===== src/rtl/pipe_hazard_ctrl_if.sv =====
// Instruction/data bus request and completion strobes seen by the hazard controller.
// The bus side drives every strobe; the controller only observes them.
interface pipe_hazard_ctrl_if;
  logic i_start;
  logic i_done;
  logic d_start;
  logic d_done;

  modport master (output i_start, output i_done, output d_start, output d_done);
  modport slave  (input  i_start, input  i_done, input  d_start, input  d_done);
endinterface


===== src/rtl/pipe_hazard_ctrl.sv =====
// Five-stage pipeline sequencer: stage enables, squash controls, E-stage forwarding selects.
// Optional macro PIPE_STALL_CNT_EN adds a free-running 32-bit stall-cycle counter output.
module pipe_hazard_ctrl #(
  parameter int REG_W = 5
) (
  input  logic             clk,
  input  logic             reset,
  pipe_hazard_ctrl_if.slave bus,
  input  logic [REG_W-1:0] d_rs,
  input  logic [REG_W-1:0] d_rt,
  input  logic [REG_W-1:0] e_rs,
  input  logic [REG_W-1:0] e_rt,
  input  logic [REG_W-1:0] e_rd,
  input  logic             e_mem_to_reg,
  input  logic             e_reg_write,
  input  logic             e_branch_taken,
  input  logic [REG_W-1:0] m_rd,
  input  logic             m_reg_write,
  input  logic [REG_W-1:0] w_rd,
  input  logic             w_reg_write,
  output logic [5:0]       en,
  output logic             flush_d,
  output logic             flush_e,
  output logic             fetch_drop,
  output logic [1:0]       fwd_a,
  output logic [1:0]       fwd_b,
  output logic [1:0]       bus_state
`ifdef PIPE_STALL_CNT_EN
  ,
  output logic [31:0]      stall_cycles
`endif
);

  typedef logic [REG_W-1:0] creg_addr_t;

  typedef struct packed {
    logic fetch;
    logic decode;
    logic execute;
    logic memory;
    logic writeback;
    logic m_or_e;
  } state_enable_t;

  // Bit 0 = instruction fetch outstanding, bit 1 = data access outstanding.
  typedef enum logic [1:0] {
    RUN     = 2'b00,
    WAIT_I  = 2'b01,
    WAIT_D  = 2'b10,
    WAIT_ID = 2'b11
  } bus_state_t;

  bus_state_t    state, state_nxt;
  logic          i_pend, d_pend, i_pend_nxt, d_pend_nxt;
  logic          pend_any, d_wait, load_use;
  logic          drop_pend, drop_pend_nxt;
  state_enable_t en_s;

  function automatic logic [1:0] fwd_sel(input creg_addr_t src);
    if (m_reg_write && (m_rd != '0) && (m_rd == src))      fwd_sel = 2'b10;
    else if (w_reg_write && (w_rd != '0) && (w_rd == src)) fwd_sel = 2'b01;
    else                                                   fwd_sel = 2'b00;
  endfunction

  always_ff @(posedge clk or negedge reset) begin
    if (!reset) begin
      state     <= RUN;
      drop_pend <= 1'b0;
    end else begin
      state     <= state_nxt;
      drop_pend <= drop_pend_nxt;
    end
  end

  // A start with a same-cycle done never becomes pending; a stray done is a no-op.
  always_comb begin
    i_pend     = state[0];
    d_pend     = state[1];
    i_pend_nxt = (i_pend | bus.i_start) & ~bus.i_done;
    d_pend_nxt = (d_pend | bus.d_start) & ~bus.d_done;
    state_nxt  = bus_state_t'({d_pend_nxt, i_pend_nxt});
    pend_any   = (state != RUN) || (state_nxt != RUN);
    d_wait     = d_pend | d_pend_nxt;
  end

  // The fetch in flight belongs to the old PC once E redirects; drop it when it returns.
  always_comb begin
    drop_pend_nxt = drop_pend;
    if (bus.i_done)                     drop_pend_nxt = 1'b0;
    else if (i_pend && e_branch_taken)  drop_pend_nxt = 1'b1;
  end

  assign load_use = e_mem_to_reg && e_reg_write && (e_rd != '0) &&
                    ((e_rd == d_rs) || (e_rd == d_rt));

  always_comb begin
    en_s       = '0;
    flush_d    = 1'b0;
    flush_e    = 1'b0;
    fwd_a      = 2'b00;
    fwd_b      = 2'b00;
    fetch_drop = 1'b0;
    if (reset) begin
      fwd_a      = fwd_sel(e_rs);
      fwd_b      = fwd_sel(e_rt);
      fetch_drop = drop_pend & bus.i_done;
      if (pend_any) begin
        en_s.m_or_e = d_wait;
      end else if (e_branch_taken) begin
        en_s    = '{fetch: 1'b1, decode: 1'b1, execute: 1'b1, memory: 1'b1,
                    writeback: 1'b1, m_or_e: 1'b0};
        flush_d = 1'b1;
        flush_e = 1'b1;
      end else if (load_use) begin
        en_s    = '{fetch: 1'b0, decode: 1'b0, execute: 1'b1, memory: 1'b1,
                    writeback: 1'b1, m_or_e: 1'b0};
        flush_e = 1'b1;
      end else begin
        en_s    = '{fetch: 1'b1, decode: 1'b1, execute: 1'b1, memory: 1'b1,
                    writeback: 1'b1, m_or_e: 1'b0};
      end
    end
  end

  assign en        = en_s;
  assign bus_state = state;

`ifdef PIPE_STALL_CNT_EN
  always_ff @(posedge clk or negedge reset) begin
    if (!reset)
      stall_cycles <= '0;
    else if (!(en_s.fetch && en_s.decode && en_s.execute))
      stall_cycles <= stall_cycles + 32'd1;
  end
`endif

endmodule


===== src/flat_wrapper.sv =====
// flat-port wrapper written by rule: the top's interface ports become plain ports
module pipe_hazard_ctrl_flat 
#(
  parameter int REG_W = 5
)
  (clk, reset, d_rs, d_rt, e_rs, e_rt, e_rd, e_mem_to_reg, e_reg_write, e_branch_taken, m_rd, m_reg_write, w_rd, w_reg_write, en, flush_d, flush_e, fetch_drop, fwd_a, fwd_b, bus_state, bus_i_start, bus_i_done, bus_d_start, bus_d_done);
  pipe_hazard_ctrl_if bus_i ();
  input  logic clk;
  input  logic reset;
  input  logic [REG_W-1:0] d_rs;
  input  logic [REG_W-1:0] d_rt;
  input  logic [REG_W-1:0] e_rs;
  input  logic [REG_W-1:0] e_rt;
  input  logic [REG_W-1:0] e_rd;
  input  logic e_mem_to_reg;
  input  logic e_reg_write;
  input  logic e_branch_taken;
  input  logic [REG_W-1:0] m_rd;
  input  logic m_reg_write;
  input  logic [REG_W-1:0] w_rd;
  input  logic w_reg_write;
  output logic [5:0] en;
  output logic flush_d;
  output logic flush_e;
  output logic fetch_drop;
  output logic [1:0] fwd_a;
  output logic [1:0] fwd_b;
  output logic [1:0] bus_state;
  input wire logic [$bits(bus_i.i_start)-1:0] bus_i_start;
  input wire logic [$bits(bus_i.i_done)-1:0] bus_i_done;
  input wire logic [$bits(bus_i.d_start)-1:0] bus_d_start;
  input wire logic [$bits(bus_i.d_done)-1:0] bus_d_done;
  assign bus_i.i_start = bus_i_start;
  assign bus_i.i_done = bus_i_done;
  assign bus_i.d_start = bus_d_start;
  assign bus_i.d_done = bus_d_done;
  pipe_hazard_ctrl #(.REG_W(REG_W)) u_core (.clk(clk), .reset(reset), .bus(bus_i), .d_rs(d_rs), .d_rt(d_rt), .e_rs(e_rs), .e_rt(e_rt), .e_rd(e_rd), .e_mem_to_reg(e_mem_to_reg), .e_reg_write(e_reg_write), .e_branch_taken(e_branch_taken), .m_rd(m_rd), .m_reg_write(m_reg_write), .w_rd(w_rd), .w_reg_write(w_reg_write), .en(en), .flush_d(flush_d), .flush_e(flush_e), .fetch_drop(fetch_drop), .fwd_a(fwd_a), .fwd_b(fwd_b), .bus_state(bus_state));
endmodule

===== config.mk =====
export PLATFORM = sky130hd
export DESIGN_NAME = pipe_hazard_ctrl_flat
export DESIGN_NICKNAME = d
export VERILOG_FILES = /design/src/rtl/pipe_hazard_ctrl_if.sv /design/src/rtl/pipe_hazard_ctrl.sv /design/src/flat_wrapper.sv
export SDC_FILE = /design/constraint.sdc
export NUM_CORES = 1
export LEC_CHECK = 0
export BUFFER_PORTS_ARGS = -buffer_cell sky130_fd_sc_hd__buf_4
export CAP_MARGIN = 25
export CORE_MARGIN = 2
export CORE_UTILIZATION = 36
export CTS_BUF_LIST = sky130_fd_sc_hd__clkbuf_4
export CTS_CLUSTER_SIZE = 30
export DETAILED_ROUTE_END_ITERATION = 12
export PLACE_DENSITY = 0.91
export SYNTH_ARGS = -nofsm -noshare
export SYNTH_HDL_FRONTEND = slang
export SYNTH_SLANG_ARGS = --single-unit

===== constraint.sdc =====
create_clock -name clk -period 1.8 [get_ports clk]
set_input_delay 0.09 -clock clk [delete_from_list [all_inputs] [get_ports clk]]
set_output_delay 0.09 -clock clk [all_outputs]
set_load 0.05 [all_outputs]

## Yosys cells after proc, flatten, opt, wreduce, memory -nomap -nowiden

Index checks and enable logic that the tools add are counted.

- Eq/ne operators: 6
- Muxes and demuxes: 21
- Bitwise logic cells: 8
- Reductions and logical operators: 18

Operators with widths:

| operator | number |
|---|---|
| 5-bit == test | 6 |
| 6-bit 2-to-1 mux | 3 |
| 5-bit nonzero test | 3 |
| 1-bit 2-to-1 mux | 13 |
| 1-bit logical AND | 10 |
| 2-bit 2-to-1 mux | 4 |
| 2-bit nonzero test | 3 |
| 5-bit 2-to-1 mux | 1 |
| 1-bit bitwise AND | 3 |
| 1-bit OR | 3 |
| 1-bit logical OR | 2 |
| 1-bit inverter | 2 |

- Flip-flop bits (word level): 3
- Output and inout port bits: 15

## Depth between registers and ports, before layout

Gate-level depths: netlist of the first run.

- Depth after elaboration: 7
- Gate-level depth with buffers: 5

## Least setup slack after synthesis of the first run

Ideal clock, no wire load.

- Kind: register to output
- Start: register u_core.state[0] (netlist: u_core.bus_state[0])
- End: output port flush_e
- Data arrival time: 3.084 ns
- Data required time: 1.710 ns
- Slack: -1.374 ns
- Cell stages (with the launch flop): 5
- Path buffers: 0
- Cell sequence: dfrtp_1 > o21ba_2 > nor4_2 > and2_1 > o21bai_1

- Word-level cells in the longest chain between the ends: 6

RTL lines:

| item | line | text |
|---|---|---|
| from (decl) | pipe_hazard_ctrl.sv:53 | `bus_state_t state, state_nxt;` |
| from (signal assigned) | pipe_hazard_ctrl.sv:70 | `state <= state_nxt;` |
| 1-bit OR | pipe_hazard_ctrl.sv:79 | `i_pend_nxt = (i_pend \| bus.i_start) & ~bus.i_done;` |
| 1-bit bitwise AND | pipe_hazard_ctrl.sv:79 |  |
| via u_core.i_pend_nxt | pipe_hazard_ctrl.sv:54 | `logic i_pend, d_pend, i_pend_nxt, d_pend_nxt;` |
| 2-bit nonzero test | pipe_hazard_ctrl.sv:82 | `pend_any = (state != RUN) \|\| (state_nxt != RUN);` |
| 1-bit logical OR | pipe_hazard_ctrl.sv:82 |  |
| 1-bit 2-to-1 mux | pipe_hazard_ctrl.sv:107 | `if (pend_any) begin` |
| 1-bit 2-to-1 mux | pipe_hazard_ctrl.sv:103 | `if (reset) begin` |
| to (decl) | flat_wrapper.sv:24 | `output logic flush_e;` |

The timed path passes the listed nets, and every way through them passes these cells.

## Worst setup path in the final report of the first run

- Start: register u_core.state[1] (netlist: u_core.bus_state[1])
- End: output port en[4]

- Word-level cells in the longest chain between the ends: 6

RTL lines:

| item | line | text |
|---|---|---|
| 1-bit OR | pipe_hazard_ctrl.sv:80 | `d_pend_nxt = (d_pend \| bus.d_start) & ~bus.d_done;` |
| 1-bit bitwise AND | pipe_hazard_ctrl.sv:80 |  |
| via u_core.d_pend_nxt | pipe_hazard_ctrl.sv:54 |  |
| 2-bit nonzero test | pipe_hazard_ctrl.sv:82 |  |
| 1-bit logical OR | pipe_hazard_ctrl.sv:82 |  |
| 5-bit 2-to-1 mux | pipe_hazard_ctrl.sv:107 |  |
| 6-bit 2-to-1 mux | pipe_hazard_ctrl.sv:103 |  |
| to (decl) | flat_wrapper.sv:22 | `output logic [5:0] en;` |

The timed path passes the listed nets, and every way through them passes these cells.

==> results.sh, run 1 <==
export IMPL_status="finished clean"
export IMPL_synth_distinct_cells=26
export IMPL_min_to="u_core.drop_pend"
export IMPL_p_leak_nw=0.571
export IMPL_row_count=14
export IMPL_async_reset_ff_share_pct=100
export IMPL_drive_gt1_share_pct=59.9
export IMPL_r2r_slack_ns=1.01
export IMPL_clock_skew_ns=0.00121
export IMPL_crit_slowest_cell="dfrtp_2"
export IMPL_clockRootBuffer="clkbuf_4"
export IMPL_grt_max_degree=8
export IMPL_hp_start="bus_i_done"
export IMPL_routed_wl_met3_um=234
export IMPL_reg2regPathDepth=1
export IMPL_wl_met1_um=779
export IMPL_fp_dieArea_sq_um=2010
export IMPL_grt_pass1_wl_mm=3.56
export IMPL_synth_fa_ha_area_share_pct=0
export IMPL_clock_latency_ns=0.23
export IMPL_synth_compound_area_share_pct=13.7
export IMPL_start_kind="register"
export IMPL_layout_min_cycle_time_ns=1.77
export IMPL_cts_num_sinks=3
export IMPL_portBuffers=60
export IMPL_r2r_end="u_core.bus_state[0]"
export IMPL_areaGrowthSynthToFinish_pct=97.5
export IMPL_syn_inst=70
export IMPL_synth_xor_area_share_pct=43.7
export IMPL_avgSynthCellArea_sq_um=8.60
export IMPL_critical_path_max_fanout=4
export IMPL_cp_buffers_inverters=2
export IMPL_ys_seq_area_share_pct=12.5
export IMPL_hold_worst_slack_ns=0.0271
export IMPL_track_usage_pct=24.3
export IMPL_syn_area_sq_um=602
export IMPL_synth_fp_nets=116
export IMPL_finalSetupViolations=0
export IMPL_crit_arrival_ns=1.68
export IMPL_worst_ep_required_time_ns=1.71
export IMPL_drcViolationCount=0
export IMPL_globalplace_congestion=0.931
export IMPL_cp_end_kind="primary output"
export IMPL_rsz0062_at_grt="true"
export IMPL_synth_top_family_by_area="XOR/XNOR gates"
export IMPL_grt_remaining_overflow=0
export IMPL_diodes=0
export IMPL_vias=785
export IMPL_slowest_delay_ns=0.44
export IMPL_crit_start="u_core.bus_state[1]"
export IMPL_antenna_left=0
export IMPL_synth_ff_type="dfrtp_1"
export IMPL_initial_core_util_pct=39.0
export IMPL_report_final_slew_viol_count=0
export IMPL_antenna_found_initial=0
export IMPL_relSlewSlack_pct=60.7
export IMPL_design_core_area_sq_um=1540
export IMPL_path_common_cell="buf_4"
export IMPL_htree_levels=1
export IMPL_yosys_area_share_simple_pct=25.8
export IMPL_tightest_slew_ns=0.585
export IMPL_die_w_um=44.9
export IMPL_muxShareOfSynthArea_pct=0
export IMPL_cts_buffers=3
export IMPL_crit_family="flip-flops"
export IMPL_drv_cap=0
export IMPL_drt_wl_total_mm=2.23
export IMPL_cts_buffer_depth=2
export IMPL_grt_pass1_vias=843
export IMPL_synth_seq_cells=3
export IMPL_ir_drop_uv=637
export IMPL_drtIter0Drc=18
export IMPL_clkTransAtPathRegs_ns=0.04
export IMPL_final_nets=184
export IMPL_cp_cell_sequence="o21ba_4 > nor4_4 > buf_4 > o31a_4 > buf_4"
export IMPL_top_layer="met4"
export IMPL_pre_cts_ws_ns=0.172
export IMPL_fmax_ghz=0.565
export IMPL_dr_pass1_iters=4
export IMPL_dpl_hpwl_mm=1.88
export IMPL_finalCritPeriodShare_pct=98.3
export IMPL_die_y_um=44.9
export IMPL_hp_class="input port to register"
export IMPL_hold_viol=0
export IMPL_tns_ns=0
export IMPL_worstSetupPathType="register to primary output"
export IMPL_p_per_area_nw_per_um2=419
export IMPL_tritoncts="built"
export IMPL_wl_per_cell_um=14.6
export IMPL_routed_wl_met2_mm=1.19
export IMPL_holdPathStages=2
export IMPL_fin_ws_ns=0.0313
export IMPL_num_io_pins=61
export IMPL_reg2reg_from="u_core.bus_state[0]"
export IMPL_synth_edf_count=0
export IMPL_ys_warn_count=0
export IMPL_vias_per_cell=5.13
## area by class of cell
class                           count  area (sq um)
Inverter                            1          3.75
Sequential cell                     3          77.6
Multi-Input combinational cell     63           556
Tap cell                           16          20.0
Timing Repair Buffer               66           502
Clock buffer                        4          30.0
Fill cell                         125           353
## per-stage QoR
step | total power [mW] | instance area (sq um) | util [%] | std cells
after global routing | 0.532 | 1190 | 77.1 | 153
after CTS | 0.497 | 1160 | 75.4 | 150
final | 0.498 | 1190 | 77.1 | 153
after global placement | 0.348 | 1110 | 72.3 | 144
after detailed placement | 0.356 | 1110 | 72.3 | 144
after floorplan | 0.222 | 667 | - | 70
## flip-flops by register name, indices dropped and copies added, names as in the netlist
| signal | cells |
|---|---|
| u_core.bus_state | 2 |
| u_core.drop_pend | 1 |
## cells in the mapped netlist, types with 2 or more instances
cell type | instances | share of area (%)
o21ba_2 | 2 | 3.3
buf_4 | 3 | 3.7
xnor2_1 | 6 | 8.7
nor4_1 | 2 | 2.1
xor2_1 | 24 | 35
nor3_1 | 2 | 1.7
nand3_1 | 2 | 1.7
and2_2 | 2 | 2.5
dfrtp_1 | 3 | 12
nor4_2 | 3 | 6.2
or4_1 | 4 | 5.0
nor2_1 | 3 | 1.9
## cells by family (layout without fill, tap and decap cells)
| logic type | after synthesis | in the layout |
|---|---|---|
| xor gates and xnor gates | 30 | 30 |
| AOI/OAI and AO/OA | 10 | 10 |
| and+or+nand+nor | 23 | 23 |
| buffers and inverters | 4 | 71 |
| DFF | 3 | 3 |
## power by group
part	leakage, nW	switching (mW)	internal, mW
Combinational	0.517	0.144	0.142
Clock	0.0184	0.0355	0.0981
Sequential	0.0359	0.00552	0.0729
Total	0.571	0.185	0.313
## what timing repair did
action	CTS	global route
hold buffers	1	0
pin swaps	1	1
resized for setup	0	1
endpoints found under the setup margin	1	3
setup buffers	1	3
endpoints found under the hold margin	3	0
cloned	0	0
## worst max-delay path by stage
stage	to	slack (ns)	cells past startpoint
global placement	fwd_b[0]	0.20	6
floorplan	flush_e	-0.43	4
detailed placement	fwd_b[0]	0.17	6
CTS	flush_e	0.02	5
finish	en[4]	0.03	5
global route	en[4]	-0.03	5
## per-layer routing
layer  vias up  global-route usage (%)
li1        384                       -
met4         0                    5.88
met1       356                    25.1
met2        43                    46.1
met5         -                       0
met3         2                    8.80
## layout by cell type (no fill, tap or decap)
master          n
nor3_1          2
o311a_1         1
nor4_1          2
a21oi_1         1
or3_1           1
or4_1           4
inv_1           1
clkbuf_4        4
a22oi_1         1
o21ba_4         1
xor2_1         24
nand2b_1        1
o21bai_4        1
buf_4          64
o31a_4          1
o211ai_1        1
dfrtp_2         2
xnor2_1         6
nand3_1         2
buf_6           1
o21ai_2         1
o21a_1          1
and2_2          2
nor2_1          3
and3_1          1
dfrtp_1         1
and2_4          1
o21ba_2         1
nor4_4          3
dlygate4sd3_1   1
nand2_1         1
No activity file was read; power rests on OpenSTA's default activity.
==> run 2: changes to the inputs <==
- BUFFER_PORTS_ARGS: -buffer_cell sky130_fd_sc_hd__buf_4 -> not set
- CORE_AREA: not set -> 2 2 39 41
- CORE_MARGIN: 2 -> not set
- CORE_UTILIZATION: 36 -> not set
- DIE_AREA: not set -> 0 0 41 43
- DONT_BUFFER_PORTS: not set -> 1
- PLACE_DENSITY: 0.91 -> 0.7
- RECOVER_POWER: not set -> 25
==> results.sh, run 2 (synthesized netlist as in run 1, its figures left out) <==
export IMPL_status="finished clean"
export IMPL_drv_cap=0
export IMPL_p_sw_uw=136
export IMPL_final_cell_mix="xor2_1, buf_4, xnor2_1"
export IMPL_hold_viol=0
export IMPL_layout_min_cycle_time_ns=1.77
export IMPL_final_nets=130
export IMPL_track_usage_pct=19.2
export IMPL_relSlewSlack_pct=61.1
export IMPL_cp_buffers_inverters=1
export IMPL_largest_register_ff_count=2
export IMPL_crit_family="compound AO/OA/AOI/OAI gates"
export IMPL_fp_dieArea_sq_um=1760
export IMPL_crit_slowest_cell="dfrtp_2"
export IMPL_start_kind="register"
export IMPL_final_core_util_pct=59.3
export IMPL_worst_ep_required_time_ns=1.71
export IMPL_num_io_pins=61
export IMPL_clock_skew_ns=0.0000156
export IMPL_critical_path_max_fanout=4
export IMPL_die_y_um=43
export IMPL_p_per_area_nw_per_um2=472
export IMPL_p_int_uw=251
export IMPL_initial_core_util_pct=43.5
export IMPL_slowest_delay_ns=0.42
export IMPL_drtIter0Drc=4
export IMPL_multi_input_area_sq_um=562
export IMPL_nFillCells=129
export IMPL_finalSetupViolations=0
export IMPL_clkPwrFrac_pct=33.5
export IMPL_drt_wl_total_mm=1.59
export IMPL_clockRootBuffer="clkbuf_4"
export IMPL_grt_pass1_wl_mm=2.35
export IMPL_tritoncts="built"
export IMPL_worstSetupPathType="register to primary output"
export IMPL_cts_buffers=3
export IMPL_routed_wl_met3_um=157
export IMPL_htree_levels=1
export IMPL_antenna_left=0
export IMPL_wl_per_cell_um=16.1
export IMPL_finalCritPeriodShare_pct=98.2
export IMPL_drive_gt1_share_pct=32.5
export IMPL_ir_drop_uv=337
export IMPL_cts_buffer_depth=2
export IMPL_cp_end_kind="primary output"
export IMPL_dpl_hpwl_mm=1.41
export IMPL_cp_cell_sequence="o21ba_4 > nor4_4 > buf_4 > o31a_4"
export IMPL_p_seq_share_pct=20.1
export IMPL_diodes=0
export IMPL_clkTransAtPathRegs_ns=0.04
export IMPL_row_count=14
export IMPL_report_final_slew_viol_count=0
export IMPL_pre_cts_ws_ns=0.258
export IMPL_wl_met1_um=462
export IMPL_fin_ws_ns=0.0324
export IMPL_rsz0062_at_grt="true"
export IMPL_grt_pass1_vias=629
export IMPL_grt_remaining_overflow=0
export IMPL_cts_num_sinks=3
export IMPL_fmax_ghz=0.566
export IMPL_crit_arrival_ns=1.68
export IMPL_p_leak_nw=0.317
export IMPL_die_w_um=41
export IMPL_power_frac_comb_pct=46.4
export IMPL_p_sw_share_pct=35.1
export IMPL_design_core_area_sq_um=1380
export IMPL_globalplace_congestion=0.665
export IMPL_hp_class="input port to register"
export IMPL_portBuffers=0
export IMPL_vias=585
export IMPL_top_layer="met3"
export IMPL_routed_wl_met2_um=972
export IMPL_grt_max_degree=8
export IMPL_seqCellArea_sq_um=77.6
export IMPL_layout_commonest_cell="xor2_1"
export IMPL_areaGrowthSynthToFinish_pct=36.4
export IMPL_drcViolationCount=0
export IMPL_dr_pass1_iters=4
export IMPL_tightest_slew_ns=0.579
export IMPL_clock_latency_ns=0.23
export IMPL_antenna_found_initial=0
export IMPL_vias_per_cell=5.91
## run 2: layer usage
layer | vias to the layer above | GRT usage (%)
li1 | 276 | -
met3 | 0 | 5.76
met5 | - | 0
met4 | 0 | 6.00
met1 | 276 | 17.5
met2 | 33 | 36.6
## run 2: power groups by stage
stage | logic, mW | clock network [mW] | registers [mW]
finish | 0.180 | 0.129 | 0.0779
floorplan | 0.134 | 0 | 0.0887
global placement | 0.162 | 0 | 0.0780
global route | 0.194 | 0.143 | 0.0787
detailed placement | 0.166 | 0 | 0.0783
CTS | 0.171 | 0.134 | 0.0775
## run 2: worst paths after layout
path | start | end | slack, ns | cells past startpoint
setup / recovery | u_core.bus_state[0] | en[5] | 0.03 | 4
hold / removal | bus_i_done | u_core.bus_state[0] | 0.04 | 1
setup reg to reg | u_core.bus_state[1] | u_core.bus_state[1] | 1.03 | 1
hold reg to reg | u_core.drop_pend | u_core.drop_pend | 0.53 | 2
max in group asynchronous | reset | u_core.bus_state[1] | 1.52 | 1
min in group asynchronous | reset | u_core.drop_pend | 0.11 | 1
## run 2: layout make-up
class	count	share of cell area [%]
Timing Repair Buffer	12	15.5
Tap cell	16	2.44
Clock buffer	4	3.66
Inverter	1	0.457
Sequential cell	3	9.45
Multi-Input combinational cell	63	68.4
## run 2: what timing repair did
item | in CTS | in global routing
endpoints found under the hold margin | 4 | 0
buffers inserted | 0 | 3
gates resized for setup | 0 | 4
setup endpoints to repair | 0 | 3
hold buffers | 2 | 0
## run 2: stage by stage
step                      total power, mW  setup TNS (ns)  hold slack [ns]  area (sq um)  instances
final                               0.387               0           0.0428           821         99
after global routing                0.416          -0.353           0.0312           821         99
after CTS                           0.383               0           0.0410           779         96
after detailed placement            0.245               0           -0.205           729         90
after global placement              0.240               0           -0.205           729         90
after floorplan                     0.222           -1.41           -0.206           667         70
